## src/rtl/lfsr_pkg.sv

```systemverilog
// Shared constants for the configurable LFSR family: step-structure
// encodings and known-good default tap masks and seeds.
package lfsr_pkg;

  // Step structure selected by the mode input.
  localparam logic MODE_FIBONACCI = 1'b0;
  localparam logic MODE_GALOIS    = 1'b1;

  // Maximal-length tap masks (bit k-1 set means tap k).
  localparam logic [7:0]  LFSR_TAPS_8  = 8'hB8;        // x^8+x^6+x^5+x^4+1
  localparam logic [15:0] LFSR_TAPS_16 = 16'hB400;     // x^16+x^14+x^13+x^11+1
  localparam logic [31:0] LFSR_TAPS_32 = 32'h80200003; // x^32+x^22+x^2+x^1+1

  // Default reset / recovery seeds.
  localparam logic [7:0]  LFSR_SEED_8  = 8'h01;
  localparam logic [15:0] LFSR_SEED_16 = 16'h0001;
  localparam logic [31:0] LFSR_SEED_32 = 32'h0000_0001;

endpackage

```

## src/rtl/lfsr_next_state.sv

```systemverilog
// Single-step next-state function for the LFSR. Purely combinational so a
// multi-step variant can chain several copies.
module lfsr_next_state
  import lfsr_pkg::*;
#(
  parameter int              WIDTH = 8,
  parameter logic [WIDTH-1:0] TAPS = LFSR_TAPS_8
) (
  input  logic [WIDTH-1:0] state,
  input  logic             mode,
  output logic [WIDTH-1:0] next
);

  // Galois injects the polynomial {TAPS[WIDTH-2:0], 1} when the MSB falls out.
  localparam logic [WIDTH-1:0] GALOIS_POLY = {TAPS[WIDTH-2:0], 1'b1};

  // Select between the Fibonacci and Galois step equations.
  always_comb begin
    next = '0;
    if (mode == MODE_GALOIS) begin
      next = {state[WIDTH-2:0], 1'b0} ^ (state[WIDTH-1] ? GALOIS_POLY : '0);
    end else begin
      next = {state[WIDTH-2:0], ^(state & TAPS)};
    end
  end

endmodule

```

## src/rtl/lfsr_configuravel.sv

```systemverilog
// Configurable LFSR with runtime Fibonacci/Galois selection, seed loading
// with zero-seed protection, and measurement of the sequence period.
//
// Control per clock edge, highest priority first: reset, load, enable, hold.
// load and enable are plain level inputs sampled every edge; there is no
// handshake, and a load that coincides with enable suppresses the step.
module lfsr_configuravel
  import lfsr_pkg::*;
#(
  parameter int               WIDTH = 8,
  parameter logic [WIDTH-1:0] TAPS  = LFSR_TAPS_8,
  parameter logic [WIDTH-1:0] SEED  = LFSR_SEED_8
) (
  input  logic             clock,
  input  logic             reset,
  input  logic             enable,
  input  logic             load,
  input  logic [WIDTH-1:0] seed_in,
  input  logic             mode,
  output logic [WIDTH-1:0] state,
  output logic             bit_out,
  output logic             wrap,
  output logic [WIDTH-1:0] period,
  output logic             lockup
);

  localparam logic [WIDTH-1:0] ONE = WIDTH'(1);

  logic [WIDTH-1:0] state_q;
  logic [WIDTH-1:0] start_q;
  logic [WIDTH-1:0] count_q;
  logic [WIDTH-1:0] period_q;
  logic             wrap_q;
  logic             lockup_q;

  logic [WIDTH-1:0] next_state;
  logic             seed_zero;
  logic [WIDTH-1:0] load_value;
  logic             hit_start;

  lfsr_next_state #(
    .WIDTH (WIDTH),
    .TAPS  (TAPS)
  ) u_next (
    .state (state_q),
    .mode  (mode),
    .next  (next_state)
  );

  // An all-zero seed would lock the register at zero; substitute SEED.
  always_comb begin
    seed_zero  = (seed_in == '0);
    load_value = seed_zero ? SEED : seed_in;
    hit_start  = (next_state == start_q);
  end

  // Register update: load beats enable; hold only clears the wrap pulse.
  always_ff @(posedge clock or negedge reset) begin
    if (!reset) begin
      state_q  <= SEED;
      start_q  <= SEED;
      count_q  <= '0;
      period_q <= '0;
      wrap_q   <= 1'b0;
      lockup_q <= 1'b0;
    end else if (load) begin
      state_q <= load_value;
      start_q <= load_value;
      count_q <= '0;
      wrap_q  <= 1'b0;
      if (seed_zero) begin
        lockup_q <= 1'b1;
      end
    end else if (enable) begin
      state_q <= next_state;
      if (hit_start) begin
        wrap_q   <= 1'b1;
        period_q <= count_q + ONE;
        count_q  <= '0;
      end else begin
        wrap_q  <= 1'b0;
        count_q <= count_q + ONE;
      end
    end else begin
      wrap_q <= 1'b0;
    end
  end

  // Output map; bit_out is taken straight from the current state.
  always_comb begin
    state   = state_q;
    bit_out = state_q[WIDTH-1];
    wrap    = wrap_q;
    period  = period_q;
    lockup  = lockup_q;
  end

endmodule

```

## config.mk

```make
export PLATFORM = sky130hd
export DESIGN_NAME = lfsr_configuravel
export DESIGN_NICKNAME = d
export VERILOG_FILES = /design/src/rtl/lfsr_pkg.sv /design/src/rtl/lfsr_next_state.sv /design/src/rtl/lfsr_configuravel.sv
export SDC_FILE = /design/constraint.sdc
export NUM_CORES = 1
export LEC_CHECK = 0
export ABC_AREA = 1
export CAP_MARGIN = 20
export CORE_MARGIN = 2
export CORE_UTILIZATION = 51
export DETAILED_ROUTE_END_ITERATION = 16
export MAX_ROUTING_LAYER = met4
export PLACE_DENSITY_LB_ADDON = 0.25
export RECOVER_POWER = 100
export SLEW_MARGIN = 20
export SYNTH_ARGS = -nofsm -noshare
export SYNTH_HDL_FRONTEND = slang
export SYNTH_SLANG_ARGS = --single-unit
```

## constraint.sdc

```tcl
create_clock -name clock -period 4.5 [get_ports clock]
set_input_delay 0.9 -clock clock [delete_from_list [all_inputs] [get_ports clock]]
set_output_delay 0.9 -clock clock [all_outputs]
set_load 0.02 [all_outputs]
```

==> flow_summary_export.csv, run 1 <==
group,metric,value,unit
clock_network,post-cts-setup-buffer-count,0,
clock_network,cts_max_path_buffers,2,
global_routing,grt_first_pass_wirelength,6154,µm
status,violations,"capacitance limit, slew limit",
yosys,netlist_area,0.001757,mm²
route,ant_nets,0,
global_routing,grt_max_degree,35,
critical_path,end_kind,"flip-flop",
sta,whs,464.8,ps
global_routing,antenna_found_initial,0,
route,drt_wl_total,3388,µm
route,vias_per_cell,5.052,
critical_path,arrival,3250,ps
sta,finalCritPeriodShare,0.6706,
flow_run,cap_violations,1,
sta,drv_slew,35,
cells_and_area,multi_input_area,767.0,µm²
yosys,synth_nets,224,
sta,finalCriticalPeriod,3018,ps
cells_and_area,fillCellCount,287,
global_routing,track_usage,0.2030,
sta,rsz0062_at_grt,"no",
route,dr_total_vias,1470,
clock_network,cts_buffers,5,
sta,setup-violations-final,0,
route,wl_per_cell,11.64,µm
placed_design,gp_congestion,0.7763,
worst_hold_path,min_path_type,"reg2reg",
floorplan,fp.dieH,62.69,µm
yosys,synth.avg_cell_area,8.365,µm²
clock_network,cts_tree,"built",
status,status,"finished with violations",
floorplan,dieArea,0.003930,mm²
critical_path,cp_max_fo,19,
route,dr.first_iter.drc_count,80,
clock_network,clk_pin_slew,110,ps
route,first_pass_iters,4,
cells_and_area,antennaDiodeCount,0,
yosys,ys_warn_count,0,
pwr,power_density,304.7,mW/mm²
yosys,syn_inst,210,
pwr,p_leak,1.139,nW
placed_design,port_buffers,31,
clock_network,hold_buffers,0,
floorplan,die_x,62.69,µm
floorplan,core_area,0.003311,mm²
cells_and_area,seq_area,853.3,µm²
critical_path,startpoint_type,"primary input",
critical_path,worstPathRequired,4730,ps
clock_network,cts_root_buffer,"clkbuf_4",
floorplan,pin_count,32,
critical_path,crit_type,"in2reg",
cells_and_area,area_growth,22.79,%
cells_and_area,layout_common_cells,"68 x nand2_1, 32 x dfrtp_1, 26 x inv_1",
floorplan,initial_core_util,0.5306,
cells_and_area,nets,258,
global_routing,grt_pass1_vias,1385,
cells_and_area,finish.utilization,0.6516,
sta,hold_violations,0,
yosys,seq_area_frac_synth,0.4858,
cells_and_area,drive_gt1_frac,0.07347,
sta,slew_headroom,-0.2087,
sta,worstMarginPinSlew,1813,ps
clock_network,cts.repair.resized,0,
pwr,worst_ir_drop_vdd,0.2038,mV
yosys,ys_ff_latch,34,
route,drc,0,
clock_network,clk_latency,330,ps
clock_network,htreeDepth,2,
yosys,yosysUniqueCellTypes,26,
clock_network,clock-sinks,34,
floorplan,rows,21,
sta,fin_skew,6.807,ps
placed_design,hpwl,2586,µm
sta,fin_tns_setup,0,ps
cells_and_area,layout_commonest_cell,"nand2_1",
sta,clock.fmax,331.4,MHz
global_routing,grt_overflow,0,
[power by group]
part / switching [W] / leakage, nW / internal (W)
clock: 0.000103 / 0.0343 / 0.0000751
combinational: 0.0000840 / 0.664 / 0.0000530
sequential: 0.0000167 / 0.441 / 0.000326
[synthesized netlist by cell type]
cell type  number  share of area
o211ai_1        2         0.0085
buf_4           1         0.0043
o221ai_1        4          0.020
nand2_2         4          0.014
inv_1          26          0.056
o21bai_1        1         0.0043
xnor2_1         3          0.015
nand3b_1        1         0.0043
nor4_1          1         0.0036
clkbuf_1        5          0.011
o21ai_0         9          0.026
xor2_1          7          0.035
dfstp_2         2          0.030
nand4_4         1          0.012
nand3_1        21          0.060
nor2_1          7          0.015
nor2_8          1          0.011
o211ai_2        1         0.0071
a21o_1          1         0.0043
and3_1          1         0.0036
dfrtp_1        32           0.46
nand2_1        68           0.15
nand4_1         8          0.028
nand3_4         1          0.010
xor2_2          1         0.0093
ha_1            1         0.0071
[path summary, 6_finish.rpt]
path	depth (start not counted)	from	slack (ps)	end
setup / recovery	6	load	1480	period[1]
hold / removal	1	lockup	460	lockup
setup reg to reg	8	state[0]	2590	period[1]
hold reg to reg	1	lockup	460	lockup
max in group asynchronous	2	reset	1880	start_q[4]
min in group asynchronous	2	reset	1580	start_q[5]
[cells by family after synthesis]
logic type,count (synthesis),share of synthesized area
AOI/OAI and AO/OA,18,0.06980
xor gates and xnor gates,11,0.05912
adders and majority gates,1,0.007121
buffers and inverters,32,0.07051
DFF,34,0.4858
and+or+nand+nor,114,0.3077
[area by class of cell]
| class | count | area share |
|---|---|---|
| Multi-Input combinational cell | 144 | 0.3556 |
| Tap cell | 46 | 0.02668 |
| Clock buffer | 6 | 0.02378 |
| Inverter | 26 | 0.04524 |
| Clock inverter | 2 | 0.005800 |
| Sequential cell | 34 | 0.3956 |
| Timing Repair Buffer | 33 | 0.1473 |
[stage by stage]
stage	cells	cell area [µm²]	power, W	worst slack [ps]
after global placement	283	2113	0.0004920	1740
after floorplan	210	1757	0.0004357	2587
after detailed placement	283	2113	0.0004937	1650
after CTS	291	2177	0.0006698	1999
final	291	2157	0.0006573	1482
after global routing	291	2157	0.0006936	1240
[routing by layer]
metal	track usage	wire length (µm)	up-vias
met4	0.04167	29	0
met2	0.3024	1477	33
met3	0.05225	154	5
met5	-	0	-
li1	-	-	749
met1	0.2837	1727	683
[critical path: stages]
cell           delay (ps)
dlygate4sd3_1         760
nor2_1                330
clkbuf_1              620
nand3_1               420
nand2_1               160
nand2_1                60
[registers in the layout, indices dropped and copies added (netlist names)]
register / flops
wrap: 1
count_q: 8
start_q: 8
lockup: 1
state: 8
period: 8
(Power assumes the default switching activity.)
==> inputs of run 2 (changes only) <==
==> constraint.sdc (replaced) <==
create_clock -name clock -period 3.1 [get_ports clock]
set_input_delay 0.62 -clock clock [delete_from_list [all_inputs] [get_ports clock]]
set_output_delay 0.62 -clock clock [all_outputs]
set_load 0.02 [all_outputs]
==> flow_summary_export.csv, run 2 (same netlist as run 1, synthesis figures left out) <==
group,metric,value,unit
worst_hold_path,min_path_type,"reg2reg",
route,wl_per_cell,12.00,µm
critical_path,max_stage_delay,550,ps
sta,whs,464.1,ps
clock_network,htreeDepth,2,
floorplan,initial_core_util,0.5306,
sta,worstMarginPinSlew,1720,ps
global_routing,grt_pass1_vias,1388,
floorplan,pin_count,32,
cells_and_area,layout_commonest_cell,"nand2_1",
critical_path,end_kind,"flip-flop",
sta,setup-violations-final,0,
sta,finalCriticalPeriod,2465,ps
critical_path,arrival,2700,ps
clock_network,clk_latency,340,ps
status,violations,"capacitance limit, slew limit",
clock_network,cts.repair.resized,0,
critical_path,startpoint_type,"primary input",
critical_path,endpoint,"count_q[7]",
sta,finalCritPeriodShare,0.7953,
floorplan,core_area,0.003311,mm²
floorplan,die_x,62.69,µm
critical_path,cp_max_fo,10,
placed_design,hpwl,2703,µm
critical_path,startpoint,"mode",
global_routing,grt_overflow,0,
clock_network,post-cts-setup-buffer-count,0,
flow_run,cap_violations,1,
cells_and_area,nets,259,
clock_network,cts_buffers,5,
route,dr.first_iter.drc_count,111,
pwr,worst_ir_drop_vdd,0.2470,mV
cells_and_area,drive_gt1_frac,0.06911,
cells_and_area,layout_common_cells,"68 x nand2_1, 32 x dfrtp_1, 26 x inv_1",
critical_path,worstPathRequired,3330,ps
critical_path,rrSetupSlack,890,ps
placed_design,gp_congestion,0.8176,
floorplan,rows,21,
sta,slew_headroom,-0.1465,
clock_network,hold_buffers,0,
critical_path,reg2reg_to,"count_q[7]",
clock_network,cts_root_buffer,"clkbuf_4",
sta,fin_tns_setup,0,ps
critical_path,crit_type,"in2reg",
cells_and_area,finish.utilization,0.6568,
critical_path,worstPathCellList,"clkdlybuf4s50_1 > nand2_2 > xor2_1 > o211ai_2 > nor2_1 > nand2_2 > nand3_1 > nand2_1",
route,first_pass_iters,4,
cells_and_area,antennaDiodeCount,0,
route,drt_wl_total,3505,µm
critical_path,r2r_cells,8,
route,vias_per_cell,5.048,
critical_path,r2r-start,"state[0]",
route,drc,0,
critical_path,path_common_cell,"nand2_2",
pwr,p_leak,1.136,nW
clock_network,cts_max_path_buffers,2,
sta,rsz0062_at_grt,"no",
global_routing,track_usage,0.2101,
clock_network,clock-sinks,34,
route,ant_nets,0,
route,dr_total_vias,1474,
pwr,power_density,474.6,mW/mm²
global_routing,antenna_found_initial,0,
status,status,"finished with violations",
critical_path,cpMaxStageDelayCell,"nor2_1",
global_routing,grt_max_degree,35,
sta,fin_skew,14.81,ps
clock_network,clk_pin_slew,100,ps
sta,hold_violations,0,
global_routing,grt_first_pass_wirelength,6306,µm
floorplan,dieArea,0.003930,mm²
sta,drv_slew,35,
placed_design,port_buffers,31,
clock_network,cts_tree,"built",
floorplan,fp.dieH,62.69,µm
sta,clock.fmax,405.6,MHz
cells_and_area,area_growth,23.79,%
## run 2: worst min path at each step
| stage | start | to | cells past startpoint |
|---|---|---|---|
| after floorplan | reset | count_q[0] | 0 |
| after global placement | lockup | lockup | 1 |
| after detailed placement | lockup | lockup | 1 |
| after CTS | lockup | lockup | 1 |
| after global routing | lockup | lockup | 1 |
| final | lockup | lockup | 1 |
## run 2: where the power goes
part / leakage (nW) / internal (W) / switching (W)
Sequential: 0.441 / 0.000473 / 0.0000245
Clock: 0.0455 / 0.000193 / 0.000145
Combinational: 0.650 / 0.0000771 / 0.000120
Total: 1.14 / 0.000742 / 0.000290
## run 2: cell type report
| cell class | count | area [µm²] |
|---|---|---|
| repair buffers | 34 | 325.3 |
| multi-input cells | 144 | 755.7 |
| inverters | 26 | 97.59 |
| clock buffers | 7 | 55.05 |
| flip-flops and latches | 34 | 853.3 |
| well taps | 46 | 57.56 |
| fillers | 290 | 1136 |
| clock inverters | 1 | 30.03 |
## run 2: metal layers
| layer | GRT usage | up-vias | share of wire | routed length (µm) |
|---|---|---|---|---|
| met2 | 0.3172 | 39 | 0.43 | 1508 |
| met1 | 0.2857 | 672 | 0.50 | 1755 |
| li1 | - | 755 | - | - |
| met3 | 0.03423 | 8 | 0.050 | 175 |
| met4 | 0.08333 | 0 | 0.019 | 65 |
| met5 | - | - | 0 | 0 |
## run 2: critical path: cells and delay by family
kind	cells	cell delay [ps]
buf+inv	1	540
compound gates	1	100
simple gates	5	1140
xor+xnor	1	290
## run 2: stage by stage
| step | area [µm²] | power (W) | worst slack, ps | instances |
|---|---|---|---|---|
| after floorplan | 1757 | 0.0006324 | 1467 | 210 |
| after global placement | 2121 | 0.0007143 | 781.3 | 284 |
| after detailed placement | 2121 | 0.0007183 | 755.6 | 284 |
| after CTS | 2206 | 0.001056 | 952.8 | 292 |
| after global routing | 2175 | 0.001084 | 469.5 | 292 |
| final | 2175 | 0.001032 | 634.7 | 292 |
==> inputs of run 3 (changes only) <==
==> constraint.sdc (replaced) <==
create_clock -name clock -period 2.4 [get_ports clock]
set_input_delay 0.48 -clock clock [delete_from_list [all_inputs] [get_ports clock]]
set_output_delay 0.48 -clock clock [all_outputs]
set_load 0.02 [all_outputs]
==> flow_summary_export.csv, run 3 (same netlist as run 1, synthesis figures left out) <==
group,metric,value,unit
sta,clock.fmax,481.0,MHz
critical_path,worstPathRequired,2640,ps
sta,rsz0062_at_grt,"no",
clock_network,clk_latency,340,ps
sta,worstMarginPinSlew,809.2,ps
sta,hold_violations,0,
cells_and_area,finish.utilization,0.6663,
route,drc,0,
clock_network,clk_pin_slew,110,ps
global_routing,antenna_found_initial,0,
critical_path,arrival,2310,ps
placed_design,hpwl,2571,µm
floorplan,pin_count,32,
global_routing,grt_max_degree,35,
route,ant_nets,0,
clock_network,cts_max_path_buffers,2,
placed_design,gp_congestion,0.7927,
route,vias_per_cell,5.024,
placed_design,dpl_cell_area,0.002121,mm²
placed_design,port_buffers,31,
sta,slew_headroom,0.4605,
cells_and_area,drive_gt1_frac,0.07317,
critical_path,startpoint_type,"primary input",
cells_and_area,stdcell_area,0.002206,mm²
global_routing,grt_pass1_vias,1343,
clock_network,htreeDepth,2,
critical_path,end_kind,"flip-flop",
floorplan,core_area,0.003311,mm²
pwr,p_leak,1.162,nW
clock_network,cts.repair.resized,0,
global_routing,track_usage,0.2002,
clock_network,cts_root_buffer,"clkbuf_4",
cells_and_area,layout_common_cells,"69 x nand2_1, 32 x dfrtp_1, 26 x inv_1",
pwr,worst_ir_drop_vdd,0.4276,mV
flow_run,cap_violations,0,
sta,finalCritPeriodShare,0.8663,
sta,finalCriticalPeriod,2079,ps
floorplan,fp.dieH,62.69,µm
critical_path,crit_type,"in2reg",
clock_network,cts_buffers,5,
status,status,"finished clean",
critical_path,cp_max_fo,10,
clock_network,clock-sinks,34,
pwr,power_density,650.7,mW/mm²
floorplan,dieArea,0.003930,mm²
pwr,finalPower,0.001435,W
sta,drv_slew,0,
route,first_pass_iters,4,
global_routing,grt_first_pass_wirelength,6113,µm
sta,fin_skew,4.899,ps
route,wl_per_cell,12.16,µm
placed_design,place_ws,217.7,ps
clock_network,hold_buffers,0,
global_routing,grt_overflow,0,
cells_and_area,nets,259,
clock_network,cts_tree,"built",
sta,setup_slack,320.9,ps
cells_and_area,layout_commonest_cell,"nand2_1",
route,dr.first_iter.drc_count,77,
cells_and_area,antennaDiodeCount,0,
floorplan,initial_core_util,0.5306,
clock_network,post-cts-setup-buffer-count,0,
sta,setup-violations-final,0,
cells_and_area,fillCellCount,293,
cells_and_area,area_growth,25.57,%
sta,fin_tns_setup,0,ps
floorplan,die_x,62.69,µm
floorplan,rows,21,
worst_hold_path,min_path_type,"reg2reg",
route,drt_wl_total,3551,µm
route,dr_total_vias,1467,
==> run 3: through the flow <==
stage | hold slack [ps] | std cells
floorplan | 184.4 | 210
global placement | 444.3 | 284
detailed placement | 455.0 | 284
CTS | 485.5 | 292
global route | 502.9 | 292
finish | 473.9 | 292
==> run 3: worst paths after layout <==
path / startpoint / end / slack (ps) / depth (start not counted)
max in group asynchronous: reset / start_q[2] / 1140 / 2
worst max-delay path: mode / count_q[3] / 320 / 8
min in group asynchronous: reset / start_q[6] / 750 / 2
worst min register to register: lockup / lockup / 470 / 1
worst min-delay path: lockup / lockup / 470 / 1
worst max register to register: state[0] / count_q[3] / 540 / 8
==> run 3: where the power goes <==
| group | internal (W) | leakage (nW) | switching, W | total [W] |
|---|---|---|---|---|
| clock network | 0.000326 | 0.0554 | 0.000209 | 0.000535 |
| registers | 0.000611 | 0.441 | 0.0000313 | 0.000642 |
| logic | 0.0000992 | 0.666 | 0.000159 | 0.000258 |
==> run 3: routing by layer <==
metal | vias to the layer above | GRT usage | part of all wire
li1 | 746 | - | -
met1 | 675 | 0.2811 | 0.51
met2 | 42 | 0.2984 | 0.43
met3 | 4 | 0.04324 | 0.050
met4 | 0 | 0.05000 | 0.0076
met5 | - | - | 0
==> run 3: layout make-up <==
cell class	count	area, µm²	area share
repair buffers	34	326.6	0.1480
well taps	46	57.56	0.02609
inverters	26	97.59	0.04424
clock inverters	3	68.82	0.03120
clock buffers	5	37.54	0.01702
multi-input cells	144	764.5	0.3466
flip-flops and latches	34	853.3	0.3868
==> run 3: worst max-delay path, stage by stage <==
cell and delay (ps):
clkdlybuf4s50_1 550, nand2_2 130, xor2_1 280, o211ai_1 250, nor2_8 240, nand2_1 210
nand3_1 120, nand2_1 60
